===== src/rtl/pattern_tx_if.sv =====
// Load port and serial output bundle for pattern_tx.
// The master drives the load request; the slave (the transmitter) drives the serial line.
interface pattern_tx_if #(
    parameter int WIDTH = 16
);
    localparam int LW = $clog2(WIDTH + 1);

    logic             load_valid;
    logic             load_ready;
    logic [WIDTH-1:0] pattern;
    logic [LW-1:0]    len;
    logic [3:0]       rpt;
    logic             abort;
    logic             op;
    logic             op_valid;
    logic             busy;
    logic             done;

    modport master (
        output load_valid, pattern, len, rpt, abort,
        input  load_ready, op, op_valid, busy, done
    );

    modport slave (
        input  load_valid, pattern, len, rpt, abort,
        output load_ready, op, op_valid, busy, done
    );
endinterface


===== src/rtl/pattern_tx.sv =====
// Serial pattern transmitter: sends a captured word MSB-first, one bit per clock,
// repeating the frame rpt extra times with GAP idle cycles between frames.
module pattern_tx #(
    parameter int WIDTH = 16,
    parameter int GAP   = 1
) (
    input logic         clk,
    input logic         reset,
    pattern_tx_if.slave tx
);
    localparam int LW = $clog2(WIDTH + 1);

    typedef enum logic [1:0] {
        S_IDLE,
        S_SEND,
        S_GAP,
        S_FIN
    } state_t;

    state_t           state_q, state_d;
    logic [WIDTH-1:0] pat_q, pat_d;
    logic [LW-1:0]    len_q, len_d;
    logic [LW-1:0]    idx_q, idx_d;
    logic [3:0]       frm_q, frm_d;
    logic [3:0]       gap_q, gap_d;
    logic [LW-1:0]    eff_len;
    logic [WIDTH-1:0] bit_mask;

    // Out-of-range lengths fall back to the full word.
    always_comb begin
        if (tx.len == '0 || tx.len > LW'(WIDTH)) begin
            eff_len = LW'(WIDTH);
        end else begin
            eff_len = tx.len;
        end
    end

    always_comb begin
        state_d = state_q;
        pat_d   = pat_q;
        len_d   = len_q;
        idx_d   = idx_q;
        frm_d   = frm_q;
        gap_d   = gap_q;
        case (state_q)
            S_IDLE: begin
                if (tx.load_valid) begin
                    pat_d   = tx.pattern;
                    len_d   = eff_len;
                    idx_d   = eff_len - LW'(1);
                    frm_d   = tx.rpt;
                    state_d = S_SEND;
                end
            end
            S_SEND: begin
                if (tx.abort) begin
                    state_d = S_IDLE;
                end else if (idx_q != '0) begin
                    idx_d = idx_q - LW'(1);
                end else if (frm_q != '0) begin
                    frm_d = frm_q - 4'd1;
                    if (GAP == 0) begin
                        idx_d = len_q - LW'(1);
                    end else begin
                        gap_d   = 4'(GAP - 1);
                        state_d = S_GAP;
                    end
                end else begin
                    state_d = S_FIN;
                end
            end
            S_GAP: begin
                if (tx.abort) begin
                    state_d = S_IDLE;
                end else if (gap_q == '0) begin
                    idx_d   = len_q - LW'(1);
                    state_d = S_SEND;
                end else begin
                    gap_d = gap_q - 4'd1;
                end
            end
            S_FIN: begin
                state_d = S_IDLE;
            end
            default: begin
                state_d = S_IDLE;
            end
        endcase
    end

    always_ff @(posedge clk or negedge reset) begin
        if (!reset) begin
            state_q <= S_IDLE;
            idx_q   <= '0;
            frm_q   <= '0;
            gap_q   <= '0;
        end else begin
            state_q <= state_d;
            idx_q   <= idx_d;
            frm_q   <= frm_d;
            gap_q   <= gap_d;
        end
    end

    // Captured word is only observed while SEND is active, so it needs no reset.
    always_ff @(posedge clk) begin
        pat_q <= pat_d;
        len_q <= len_d;
    end

    assign bit_mask = {{(WIDTH-1){1'b0}}, 1'b1} << idx_q;

    assign tx.load_ready = (state_q == S_IDLE);
    assign tx.op_valid   = (state_q == S_SEND);
    assign tx.op         = (state_q == S_SEND) && |(pat_q & bit_mask);
    assign tx.busy       = (state_q == S_SEND) || (state_q == S_GAP);
    assign tx.done       = (state_q == S_FIN);
endmodule


===== src/flat_wrapper.sv =====
// flat-port wrapper written by rule: the top's interface ports become plain ports
module pattern_tx_flat 
#(
    parameter int WIDTH = 16,
    parameter int GAP   = 1
)
  (clk, reset, tx_load_valid, tx_pattern, tx_len, tx_rpt, tx_abort, tx_load_ready, tx_op, tx_op_valid, tx_busy, tx_done);
  pattern_tx_if #(.WIDTH(WIDTH)) tx_i ();
  input logic clk;
  input logic reset;
  input wire logic [$bits(tx_i.load_valid)-1:0] tx_load_valid;
  input wire logic [$bits(tx_i.pattern)-1:0] tx_pattern;
  input wire logic [$bits(tx_i.len)-1:0] tx_len;
  input wire logic [$bits(tx_i.rpt)-1:0] tx_rpt;
  input wire logic [$bits(tx_i.abort)-1:0] tx_abort;
  output wire logic [$bits(tx_i.load_ready)-1:0] tx_load_ready;
  output wire logic [$bits(tx_i.op)-1:0] tx_op;
  output wire logic [$bits(tx_i.op_valid)-1:0] tx_op_valid;
  output wire logic [$bits(tx_i.busy)-1:0] tx_busy;
  output wire logic [$bits(tx_i.done)-1:0] tx_done;
  assign tx_i.load_valid = tx_load_valid;
  assign tx_i.pattern = tx_pattern;
  assign tx_i.len = tx_len;
  assign tx_i.rpt = tx_rpt;
  assign tx_i.abort = tx_abort;
  assign tx_load_ready = tx_i.load_ready;
  assign tx_op = tx_i.op;
  assign tx_op_valid = tx_i.op_valid;
  assign tx_busy = tx_i.busy;
  assign tx_done = tx_i.done;
  pattern_tx #(.WIDTH(WIDTH), .GAP(GAP)) u_core (.clk(clk), .reset(reset), .tx(tx_i));
endmodule

===== config.mk =====
export PLATFORM = sky130hd
export DESIGN_NAME = pattern_tx_flat
export DESIGN_NICKNAME = d
export VERILOG_FILES = /design/src/rtl/pattern_tx_if.sv /design/src/rtl/pattern_tx.sv /design/src/flat_wrapper.sv
export SDC_FILE = /design/constraint.sdc
export NUM_CORES = 1
export LEC_CHECK = 0
export CAP_MARGIN = 0
export CELL_PAD_IN_SITES_DETAIL_PLACEMENT = 2
export CELL_PAD_IN_SITES_GLOBAL_PLACEMENT = 2
export CORE_ASPECT_RATIO = 1.4
export CORE_MARGIN = 2
export CORE_UTILIZATION = 34
export CTS_CLUSTER_SIZE = 16
export DETAILED_ROUTE_END_ITERATION = 7
export PLACE_DENSITY = 0.89
export SKIP_CTS_REPAIR_TIMING = 1
export SYNTH_ARGS = -nofsm -noshare
export SYNTH_HDL_FRONTEND = slang
export SYNTH_SLANG_ARGS = --single-unit
export TNS_END_PERCENT = 20

===== constraint.sdc =====
create_clock -name clk -period 2.4 [get_ports clk]
set_input_delay 0.24 -clock clk [delete_from_list [all_inputs] [get_ports clk]]
set_output_delay 0.24 -clock clk [all_outputs]
set_load 0.02 [all_outputs]

==> impl_metrics.json, run 1 <==
{
  "synth-seq-area-share": 0.504,
  "die_area_sq_um": 6500,
  "timing.fmax_ghz": 0.427,
  "min_period_ps": 2340,
  "hold_viol_final": 0,
  "die_y_um": 94.6,
  "use_met1": 0.186,
  "finalInstanceArea_sq_um": 2550,
  "p_leak_nw": 1.00,
  "synthArstFlopShare": 0.417,
  "setup-violations-final": 0,
  "yosys_register_bits": 36,
  "routed_via_density": 5.32,
  "cts-root-buf": "clkbuf_8",
  "pre_cts_slack_ps": -223,
  "antenna_found_initial": 0,
  "ys.flop_type": "edfxtp_1",
  "dpl.hpwl_mm": 3.96,
  "grtUsageMet2": 0.359,
  "grt_pass1_vias": 1764,
  "clock_latency_ps": 300,
  "power.density_nw_per_um2": 1160,
  "ff2ff_path_depth": 6,
  "arrival_ps": 2100,
  "busiest_layer": "met2",
  "ir_drop_mv": 0.541,
  "cts_num_sinks": 36,
  "grt.met3_usage": 0.0286,
  "die_w_um": 68.7,
  "diodes": 0,
  "maxCapViolations": 0,
  "final_layout_size_suffix_gt1_frac": 0.174,
  "start_util": 0.345,
  "slew-limit-headroom": 0.467,
  "cp_max_fo": 6,
  "grt_pass1_wl_mm": 8.68,
  "drtAntennaViolNets": 0,
  "setup_ws_ps": 57.6,
  "vias": 1532,
  "gr-total-overflow": 0,
  "cts_tree": "yes",
  "worstMarginPinSlew_ps": 797,
  "drt-wirelength-per-cell_um": 18.5,
  "cts_htree_levels": 2,
  "place_area_sq_um": 2460,
  "place.gp.congestion": 0.731,
  "crit_path_start_kind": "flop",
  "total_power_w": 0.00295,
  "synth_warnings": 0,
  "nFillCells": 614,
  "fin_worst_skew_ps": 6.32,
  "grt_max_degree": 22,
  "avgSynthCellArea_sq_um": 11.5,
  "num_io_pins": 34,
  "nets": 255,
  "criticalPathCategory": "reg2out",
  "syn_to_final_growth_pct": 28.0,
  "first_iter_violations": 64,
  "finalWirelength_mm": 5.31,
  "synthDistinctLibCells": 45,
  "fin_util": 0.442,
  "route.detailed.drc": 0,
  "rsz0062_at_grt": "true",
  "syn_area_sq_um": 1990,
  "drv_slew": 0,
  "cts_buffers": 5,
  "cp.required_ps": 2160,
  "syn_nets": 212,
  "port_buffers": 33,
  "synth-edff-count": 21,
  "grt_usage": 0.187,
  "status": "complete, no violations",
  "synthCells": 174,
  "drt_first_pass_iters": 4,
  "cts_buffer_depth": 2,
  "placementRows": 33,
  "coreArea_sq_um": 5780,
  "hp-class": "in2async",
  "fin_crit_sh": 0.976,
  "clk_pin_slew_ps": 80,
  "cp-end-kind": "primary output"
}
-- worst max-delay path, stage by stage (launching register included) --
cell and delay [ps]:
dfrtp_1 460, nand2b_1 180, mux4_2 460, o211ai_1 120, o21ai_0 130, nor3b_1 230, buf_2 220
-- per-stage QoR --
step,setup TNS (ps),instances,hold slack (ps)
floorplan,0,174,-55.6
global placement,-89.0,280,493
detailed placement,-718,280,519
CTS,-425,288,410
global route,-52.3,288,441
finish,0,288,393
-- where the power goes --
group          internal, W  leakage, nW  switching [W]
registers         0.000850        0.383       0.000141
logic             0.000713        0.581       0.000787
clock network     0.000206       0.0404       0.000253
total              0.00177         1.00        0.00118
-- cells in the final DEF (no fill, tap or decap), types with 2 or more instances in the layout --
master	instances
clkdlybuf4s50_1	32
edfxtp_1	21
inv_1	14
nand2_1	14
dfrtp_1	14
buf_4	12
o21ai_0	9
ha_1	9
nand2b_1	8
mux2_2	8
a21oi_1	8
clkbuf_8	5
mux2i_1	4
nor2_1	4
mux4_2	3
nor3b_1	3
a31oi_1	3
nand3_1	3
a22oi_1	3
xor2_1	3
o22a_1	3
o211ai_1	2
nand3b_1	2
a22o_1	2
nand4b_1	2
xnor2_1	2
clkinvlp_4	2
-- flip-flops by register name (all words and copies together) (netlist names) --
signal          cells
u_core.state_q      2
u_core.frm_q        4
u_core.gap_q        4
u_core.idx_q        5
u_core.len_q        5
u_core.pat_q       16
-- path summary, 6_finish.rpt --
check	startpoint	slack (ps)	end
max in group asynchronous	reset	1460	u_core.idx_q[0]
worst max-delay path	u_core.idx_q[2]	60	tx_op
worst min register to register	u_core.frm_q[3]	530	u_core.frm_q[3]
worst max register to register	u_core.idx_q[0]	130	u_core.frm_q[3]
worst min-delay path	reset	390	u_core.frm_q[3]
min in group clk	tx_pattern[6]	490	u_core.pat_q[6]
-- cell usage after synthesis, types with 4 or more instances --
cell type	count	share of area
inv_1	14	0.026
dfrtp_1	15	0.19
clkbuf_1	7	0.013
edfxtp_1	21	0.32
nand2b_1	8	0.025
ha_1	9	0.056
o21ai_0	9	0.023
mux2_2	8	0.045
mux2i_1	4	0.020
nor2_1	4	0.0075
nand2_1	14	0.026
a21oi_1	9	0.023
-- final cells by class --
class                      instances  area, sq um  share of cell area
inverter                          14         52.6              0.0206
timing repair buffer              45          415               0.163
clock inverter                     3         23.8             0.00931
clock buffer                       5         68.8              0.0269
sequential                        36         1010               0.394
multi-input combinational        115          898               0.352
tap                               70         87.6              0.0343
-- logic make-up (layout without fill, tap and decap cells) --
logic type / count (synthesis) / count (layout) / share of synthesized area
AO/OA/AOI/OAI: 41 / 41 / 0.144
XOR/XNOR: 5 / 5 / 0.0220
adder cells (fa/ha/maj): 9 / 9 / 0.0565
buffers and inverters: 23 / 67 / 0.0471
flip-flops: 36 / 36 / 0.504
multiplexers: 15 / 15 / 0.0991
AND/OR/NAND/NOR: 45 / 45 / 0.127
-- metal layers --
layer  share of wire  routed length [um]
met1            0.37                1960
met2            0.58                3100
met3           0.023                 121
met4           0.026                 140
met5               0                   0
Power figures use the tool's default switching activity.
==> inputs of run 2 (changes only) <==
SKIP_LAST_GASP = 1   (was unset)
==> run 2 against run 1 <==
Effect of this change: power about the same; critical endpoint unchanged; register-to-register slack got worse by 30 ps; count of clock-buffer cells in the layout unchanged; sequential cell count stayed put; largest power group unchanged; setup slack better by 4.7 ps.
==> impl_metrics.json, run 2 (same netlist as run 1, synthesis figures left out) <==
{
  "layout_common_cells": "clkdlybuf4s50_1, edfxtp_1, dfrtp_1",
  "p_sw_frac": 0.401,
  "crit_chain": "nand2b_1, mux4_2, o211ai_1, o21ai_0, nor3b_1, clkbuf_2",
  "regMostFlops": "u_core.pat_q",
  "p_seq_frac": 0.336,
  "maxCapViolations": 0,
  "nFillCells": 614,
  "timing.fmax_ghz": 0.428,
  "setup-violations-final": 0,
  "start_util": 0.345,
  "cp.required_ps": 2160,
  "first_iter_violations": 70,
  "holdWs_ps": 390,
  "gr-total-overflow": 0,
  "cts-root-buf": "clkbuf_8",
  "pre_cts_slack_ps": -223,
  "coreArea_sq_um": 5780,
  "power.density_nw_per_um2": 1160,
  "cpLargestDelayFamily": "flip-flops",
  "routed_via_density": 5.29,
  "num_io_pins": 34,
  "slew-limit-headroom": 0.468,
  "worstMarginPinSlew_ps": 796,
  "grt_pass1_vias": 1764,
  "drtAntennaViolNets": 0,
  "cp_max_fo": 6,
  "die_w_um": 68.7,
  "max_stage_delay_ps": 460,
  "grt_usage": 0.187,
  "antenna_found_initial": 0,
  "cts_num_sinks": 36,
  "switchingPower_w": 0.00118,
  "finalWirelength_mm": 5.32,
  "drv_slew": 0,
  "cp-end-kind": "primary output",
  "die_area_sq_um": 6500,
  "clock_latency_ps": 310,
  "min_period_ps": 2340,
  "drt-wirelength-per-cell_um": 18.5,
  "crit_slowest_cell": "dfrtp_1",
  "final_layout_size_suffix_gt1_frac": 0.170,
  "crit_buf_inv": 1,
  "rsz0062_at_grt": "true",
  "grt_max_degree": 22,
  "hold_viol_final": 0,
  "final_common_cell": "clkdlybuf4s50_1",
  "ir_drop_mv": 0.539,
  "criticalPathCategory": "reg2out",
  "vias": 1523,
  "dpl.hpwl_mm": 3.96,
  "cts_buffer_depth": 2,
  "crit_path_start_kind": "flop",
  "cts_tree": "yes",
  "cts_htree_levels": 2,
  "p_leak_nw": 1.00,
  "reg_top3": "u_core.pat_q x16, u_core.idx_q x5, u_core.len_q x5",
  "status": "complete, no violations",
  "diodes": 0,
  "nets": 255,
  "place.gp.congestion": 0.731,
  "clockPowerShare": 0.156,
  "cts_buffers": 5,
  "grt_pass1_wl_mm": 8.68,
  "timing.setup.tns_ps": 0,
  "arrival_ps": 2100,
  "pwr-share-comb": 0.508,
  "p_int_w": 0.00177,
  "route.detailed.drc": 0,
  "fin_util": 0.442,
  "hp-class": "in2async",
  "fin_worst_skew_ps": 6.46,
  "placementRows": 33,
  "syn_to_final_growth_pct": 28.0,
  "drt_first_pass_iters": 4,
  "clk_pin_slew_ps": 80,
  "port_buffers": 33,
  "fin_crit_sh": 0.974,
  "setup_ws_ps": 62.3,
  "die_y_um": 94.6,
  "largest_reg_flops": 16
}
-- run 2: path summary, 6_finish.rpt --
path                                 startpoint              end  slack [ps]  cells past startpoint
worst max-delay path            u_core.idx_q[2]            tx_op          60                      6
worst min-delay path                      reset  u_core.frm_q[3]         390                      1
worst max register to register  u_core.idx_q[0]  u_core.frm_q[3]         100                      6
worst min register to register  u_core.frm_q[3]  u_core.frm_q[3]         530                      1
max in group asynchronous                 reset  u_core.idx_q[3]        1510                      1
min in group clk                  tx_pattern[6]  u_core.pat_q[6]         490                      1
-- run 2: worst register-to-register path, stage by stage (launching register included) --
cell	delay, ps
dfrtp_1	470
buf_4	190
or4_4	560
o41ai_4	330
o211ai_1	320
a21oi_1	230
o22a_1	160
-- run 2: cell type report --
type	instances	area, sq um	area share
multi-input combinational	115	898	0.352
clock buffer	5	68.8	0.0270
inverter	14	52.6	0.0206
tap	70	87.6	0.0343
clock inverter	3	23.8	0.00931
timing repair buffer	45	415	0.163
sequential	36	1010	0.394
-- run 2: per-layer routing --
layer / part of all wire / wire length [um] / GRT usage / vias to the layer above
met5: 0 / 0 / 0 / -
met1: 0.37 / 1960 / 0.186 / 769
met3: 0.023 / 122 / 0.0286 / 9
met2: 0.58 / 3090 / 0.359 / 27
met4: 0.027 / 146 / 0.0882 / 0
li1: - / - / - / 718
-- run 2: power by group through the flow --
stage	Sequential (W)	Clock, W	Combinational [W]
finish	0.000989	0.000460	0.00150
global route	0.00101	0.000499	0.00166
CTS	0.000996	0.000475	0.00153
detailed placement	0.00101	0	0.00151
global placement	0.000986	0	0.00143
floorplan	0.000926	0	0.00107
-- run 2: metrics by stage --
| stage | total power [W] | instances | area (sq um) |
|---|---|---|---|
| 2_1_floorplan | 0.00200 | 174 | 1990 |
| 3_3_place_gp | 0.00242 | 280 | 2460 |
| 3_5_place_dp | 0.00252 | 280 | 2460 |
| 4_1_cts | 0.00300 | 288 | 2550 |
| 5_1_grt | 0.00317 | 288 | 2550 |
| 6_report | 0.00295 | 288 | 2550 |
